## src/rtl/ps2_kb_writer_pkg.sv

```systemverilog
// ps2_kb_writer_pkg: shared keyboard event constants, receiver states and event-word packing
package ps2_kb_writer_pkg;
  localparam logic [7:0] KB_PREFIX_EXT = 8'hE0;
  localparam logic [7:0] KB_PREFIX_BRK = 8'hF0;
  localparam int SEQ_LSB  = 24;
  localparam int EXT_BIT  = 16;
  localparam int MAKE_BIT = 8;
  localparam int CODE_LSB = 0;
  typedef enum logic [1:0] {RX_IDLE, RX_DATA, RX_PARITY, RX_STOP} rx_state_t;
  function automatic logic [31:0] kb_event(input logic [7:0] seq, input logic ext, input logic make,
                                           input logic [7:0] code);
    logic [31:0] w;
    w = '0;
    w[SEQ_LSB +: 8] = seq;
    w[EXT_BIT] = ext;
    w[MAKE_BIT] = make;
    w[CODE_LSB +: 8] = code;
    return w;
  endfunction
endpackage

```

## src/rtl/ps2_kb_writer_rx.sv

```systemverilog
// ps2_rx_frame: PS/2 pin synchronisers, falling-edge detect, frame FSM, timeout and optional parity check.
// Odd-parity qualification is enabled by defining KB_PARITY_CHECK_EN.
module ps2_rx_frame
  import ps2_kb_writer_pkg::*;
#(
  parameter int TIMEOUT_CYCLES = 50000
) (
  input  logic       clk,
  input  logic       rst,
  input  logic       ps2_clk,
  input  logic       ps2_data,
  output logic       byte_valid,
  output logic [7:0] byte_data,
  output logic       timeout
);
  localparam int CW = $clog2(TIMEOUT_CYCLES);
  logic [2:0] clk_sync;
  logic [1:0] data_sync;
  logic fall, bit_in, frame_ok;
  rx_state_t state, state_next;
  logic [2:0] bit_cnt;
  logic [7:0] sr;
  logic [CW-1:0] cnt;
`ifdef KB_PARITY_CHECK_EN
  logic par;
`endif
  // synchronisers idle high so reset never fakes a falling edge
  always_ff @(posedge clk) begin
    if (rst) begin
      clk_sync <= 3'b111;
      data_sync <= 2'b11;
    end else begin
      clk_sync <= {clk_sync[1:0], ps2_clk};
      data_sync <= {data_sync[0], ps2_data};
    end
  end
  assign fall = clk_sync[2] & ~clk_sync[1];
  assign bit_in = data_sync[1];
  assign byte_data = sr;
  assign timeout = (state != RX_IDLE) && !fall && (cnt == CW'(TIMEOUT_CYCLES - 1));
`ifdef KB_PARITY_CHECK_EN
  assign frame_ok = bit_in & (^{sr, par});
`else
  assign frame_ok = bit_in;
`endif
  always_comb begin
    state_next = timeout ? RX_IDLE :
                 !fall ? state :
                 state == RX_IDLE ? (bit_in ? RX_IDLE : RX_DATA) :
                 state == RX_DATA ? (bit_cnt == 3'd7 ? RX_PARITY : RX_DATA) :
                 state == RX_PARITY ? RX_STOP : RX_IDLE;
  end
  always_ff @(posedge clk) begin
    if (rst) begin
      state <= RX_IDLE;
      bit_cnt <= '0;
      sr <= '0;
      cnt <= '0;
      byte_valid <= 1'b0;
`ifdef KB_PARITY_CHECK_EN
      par <= 1'b0;
`endif
    end else begin
      state <= state_next;
      cnt <= (fall || state == RX_IDLE || timeout) ? '0 : cnt + CW'(1);
      byte_valid <= fall && state == RX_STOP && frame_ok;
      if (fall && state == RX_IDLE) bit_cnt <= '0;
      if (fall && state == RX_DATA) begin
        sr <= {bit_in, sr[7:1]};
        bit_cnt <= bit_cnt + 3'd1;
      end
`ifdef KB_PARITY_CHECK_EN
      if (fall && state == RX_PARITY) par <= bit_in;
`endif
    end
  end
endmodule

```

## src/rtl/ps2_kb_writer.sv

```systemverilog
// ps2_kb_writer: folds PS/2 set-2 E0/F0 prefixes into one event word and writes it to KB_INFO.
// Parity qualification of frames is enabled by defining KB_PARITY_CHECK_EN.
module ps2_kb_writer
  import ps2_kb_writer_pkg::*;
#(
  parameter logic [31:0] KB_BASE        = 32'h00500000,
  parameter int          TIMEOUT_CYCLES = 50000
) (
  input  logic        clk,
  input  logic        rst,
  input  logic        ps2_clk,
  input  logic        ps2_data,
  output logic [31:0] kb_wraddr,
  output logic [31:0] kb_wrdata,
  output logic        kb_we
);
  logic byte_valid, timeout, ext, brk, is_ext, is_brk;
  logic [7:0] byte_data, seq;
  ps2_rx_frame #(.TIMEOUT_CYCLES(TIMEOUT_CYCLES)) u_rx (
    .clk(clk),
    .rst(rst),
    .ps2_clk(ps2_clk),
    .ps2_data(ps2_data),
    .byte_valid(byte_valid),
    .byte_data(byte_data),
    .timeout(timeout)
  );
  assign kb_wraddr = KB_BASE;
  assign is_ext = byte_data == KB_PREFIX_EXT;
  assign is_brk = byte_data == KB_PREFIX_BRK;
  // an abandoned frame also abandons any prefix collected before it
  always_ff @(posedge clk) begin
    if (rst) begin
      kb_we <= 1'b0;
      kb_wrdata <= '0;
      seq <= '0;
      ext <= 1'b0;
      brk <= 1'b0;
    end else begin
      kb_we <= byte_valid && !is_ext && !is_brk;
      if (byte_valid) begin
        if (is_ext) ext <= 1'b1;
        else if (is_brk) brk <= 1'b1;
        else begin
          kb_wrdata <= kb_event(seq, ext, ~brk, byte_data);
          seq <= seq + 8'd1;
          ext <= 1'b0;
          brk <= 1'b0;
        end
      end else if (timeout) begin
        ext <= 1'b0;
        brk <= 1'b0;
      end
    end
  end
endmodule
```

## config.mk

```make
export PLATFORM = sky130hd
export DESIGN_NAME = ps2_kb_writer
export DESIGN_NICKNAME = d
export VERILOG_FILES = /design/src/rtl/ps2_kb_writer_pkg.sv /design/src/rtl/ps2_kb_writer_rx.sv /design/src/rtl/ps2_kb_writer.sv
export SDC_FILE = /design/constraint.sdc
export NUM_CORES = 1
export LEC_CHECK = 0
export CAP_MARGIN = 20
export CORE_ASPECT_RATIO = 1.4
export CORE_MARGIN = 10
export CORE_UTILIZATION = 49
export CTS_CLUSTER_DIAMETER = 40
export DETAILED_ROUTE_END_ITERATION = 6
export HOLD_SLACK_MARGIN = 0.08
export PLACE_DENSITY = 0.79
export SYNTH_ARGS = -nofsm -noshare
export SYNTH_HDL_FRONTEND = slang
export SYNTH_SLANG_ARGS = --single-unit
```

## constraint.sdc

```tcl
create_clock -name clk -period 2.4 [get_ports clk]
set_clock_uncertainty 0.15 [all_clocks]
set_input_delay 0.48 -clock clk [delete_from_list [all_inputs] [get_ports clk]]
set_output_delay 0.48 -clock clk [all_outputs]
set_load 0.005 [all_outputs]
```

==> impl_metrics.ini <==
[yosys]
synth.distinct_cells = 37
ys_warn_count = 0
synth_top_cell_area_share_pct = 44.7
synth-async-reset-ratio_pct = 0
syn_area_per_cell_um2 = 8.31
syn-cell-area_mm2 = 0.00287
synthTopCellsByCount = dfxtp_1, nand2_1, buf_4, a21oi_1, nor2_1
synth_ff_type = dfxtp_1
yosys.area.top_type = dfxtp_1
synthTopCellsByArea = dfxtp_1, buf_4, a21oi_1
synth-seq-cells = 64
synth_edf_count = 0
synth.most_common_cell = dfxtp_1
ys_seq_area_share_pct = 44.7
netlist_instances = 345

[timing]
slew_headroom_pct = 49.2
drv_slew = 0
tightest_slew_ns = 0.761
max_freq_mhz = 526
setup_violations = 0
min_period_over_period_pct = 79.3
final.setup.tns_ns = 0
rsz0062_at_grt = false
min_period_ns = 1.90
hold_ws_ns = 0.256
hold_viol = 0

[die]
dieArea_mm2 = 0.00935
core_area_mm2 = 0.00561
chipWidth_um = 84.6
die_h_um = 110
initial_core_util_pct = 51.1
rows = 32
io-pin-count = 69

[cts]
clock_sinks = 64
ctsResizeCount = 0
cts_max_level = 3
post_cts_buffers = 0
clk_pin_slew_ns = 0.06
hold_buffers = 0
cts_tree = yes
cts_max_path_buffers = 2
insertion_delay_ns = 0.33
clockRootBuffer = clkbuf_8
cts_inserted_buffers = 9

[drt]
drtAntennaViolNets = 0
drt_first_pass_iters = 4
drc = 0
finalWirelength_um = 5330
first_iter_violations = 178
num_vias = 2156
routedWlPerCell_um = 12.2
via_per_inst = 4.92

[placement]
portBuffers = 22
dp_hpwl_um = 3880
gp_congestion = 0.797

[worst_setup_path]
r2r_slack_ns = 0.50
r2r-start = u_rx.cnt[0]
r2r-end = u_rx.cnt[6]
cp.arrival_ns = 2.01
cp_cell_sequence = ha_1 -> and3_1 -> nand4_1 -> or3b_1 -> nor2_1
slowest_delay_ns = 0.59
ff2ff_path_depth = 5
end_kind = flop
cpMaxStageDelayCell = or3b_1
cp-startpoint = u_rx.cnt[0]
cp-start-kind = flop
cp.required_ns = 2.51
path_max_fanout = 16
worstSetupPathType = reg2reg

[worst_hold_path]
holdPathEnd = u_rx.clk_sync[1]
hp-start = u_rx.clk_sync[0]
min_path_cells = 1
hold_class = reg2reg

[grt]
use_met2_pct = 19.3
grt.busiest_layer = met2
first_global_vias = 2067
grt_util_all_layers_pct = 11.4
grt_overflow_total = 0
grt_max_degree = 49
grt_use_met3_pct = 5.14
grt_first_pass_wirelength_um = 9090
antenna_found_initial = 0
grt_use_met1_pct = 11.6

[finish]
syn2layout_area_growth_pct = 8.51
final_core_utilization_pct = 55.5
drive_above_1_share_pct = 6.49
nets = 373
n_antenna_cell = 0

[pwr]
p_comb_share_pct = 2.3
power_density_mw_per_mm2 = 608
seq_power_share_pct = 56.5
internal-power_mw = 1.47
p_total_mw = 1.89
power_leakage_nw = 1.05
peakVddDrop_mv = 0.338
swShare_pct = 22.0
p_sw_mw = 0.416
clkPwrFrac_pct = 41.2

[status]
status = finished, final reports clean

[flow_run]
maxCapViolCount = 0
==> worst max-delay path by stage <==
| stage | end | slack, ns | cells after the start |
|---|---|---|---|
| after floorplan | u_rx.cnt[12] | 0.65 | 7 |
| after global placement | u_rx.cnt[3] | 0.50 | 3 |
| after detailed placement | u_rx.cnt[6] | 0.46 | 3 |
| after CTS | u_rx.cnt[6] | 0.48 | 5 |
| after global routing | u_rx.cnt[2] | 0.31 | 4 |
| final | u_rx.cnt[6] | 0.50 | 5 |
==> worst max-delay path: cells and delay by family, from the launching register on <==
| kind | cells | cell delay, ns |
|---|---|---|
| fa+ha+maj | 1 | 0.24 |
| flops | 1 | 0.34 |
| simple gates | 4 | 1.11 |
==> cell usage in the layout, fill, tap and decap left out, types with 2 or more instances in the layout <==
cell / n
nand2_1: 49
xor2_1: 3
nand4_1: 6
clkbuf_8: 10
buf_4: 4
nor3_1: 6
xnor2_1: 13
or2_2: 5
a21o_1: 2
nand3b_1: 2
dfxtp_1: 64
nor4_1: 7
ha_1: 4
inv_1: 8
clkdlybuf4s50_1: 22
clkbuf_1: 3
o21ai_0: 14
nor2_1: 31
a21oi_1: 38
conb_1: 46
nand3_1: 13
clkinv_2: 2
or3_1: 2
==> final cells by class <==
| class | count | area (um^2) |
|---|---|---|
| tap | 68 | 85.1 |
| multi-input combinational | 256 | 1300 |
| timing repair buffer | 26 | 250 |
| inverter | 8 | 30.0 |
| clock buffer | 13 | 149 |
| clock inverter | 3 | 17.5 |
| fill | 536 | 2490 |
| sequential | 64 | 1280 |
==> per-layer routing <==
metal  up-vias  share of wire (%)  routed length, um
met2        56                 51               2710
met5         -                  0                  0
met4         0                1.8                 95
met3         9                6.3                338
li1       1103                  -                  -
met1       988                 41               2180
==> power groups by stage <==
| stage | Combinational [mW] | Clock [mW] | Sequential (mW) |
|---|---|---|---|
| 3_5_place_dp | 0.0397 | 0 | 1.09 |
| 6_report | 0.0437 | 0.780 | 1.07 |
| 4_1_cts | 0.0398 | 0.798 | 1.07 |
| 3_3_place_gp | 0.0398 | 0 | 1.09 |
| 2_1_floorplan | 0.0860 | 0 | 1.09 |
| 5_1_grt | 0.0512 | 0.853 | 1.07 |
==> registers in the layout, summed over array words and instances (netlist names), 2 cells and up, named ones only <==
signal	cells
u_rx.cnt	16
u_rx.data_sync	2
kb_wrdata	18
u_rx.clk_sync	3
seq	8
u_rx.byte_data	8
u_rx.bit_cnt	3
==> per-stage QoR <==
stage	setup WS (ns)	instance area, um^2	std cells
after floorplan	0.651	3030	389
after global placement	0.500	2940	422
after detailed placement	0.456	2940	422
after CTS	0.484	3110	438
after global routing	0.311	3110	438
final	0.498	3110	438
==> kinds of logic (layout without fill, tap and decap cells) <==
group / after synthesis / after routing / share of synthesized area [%]
compound gates: 60 / 60 / 11.3
flops: 64 / 64 / 44.7
fa+ha+maj: 4 / 4 / 1.75
simple gates: 130 / 130 / 21.3
xor+xnor: 16 / 16 / 4.89
buf+inv: 69 / 50 / 15.8
other cells: 2 / 46 / 0.262
(Power assumes the default switching activity.)
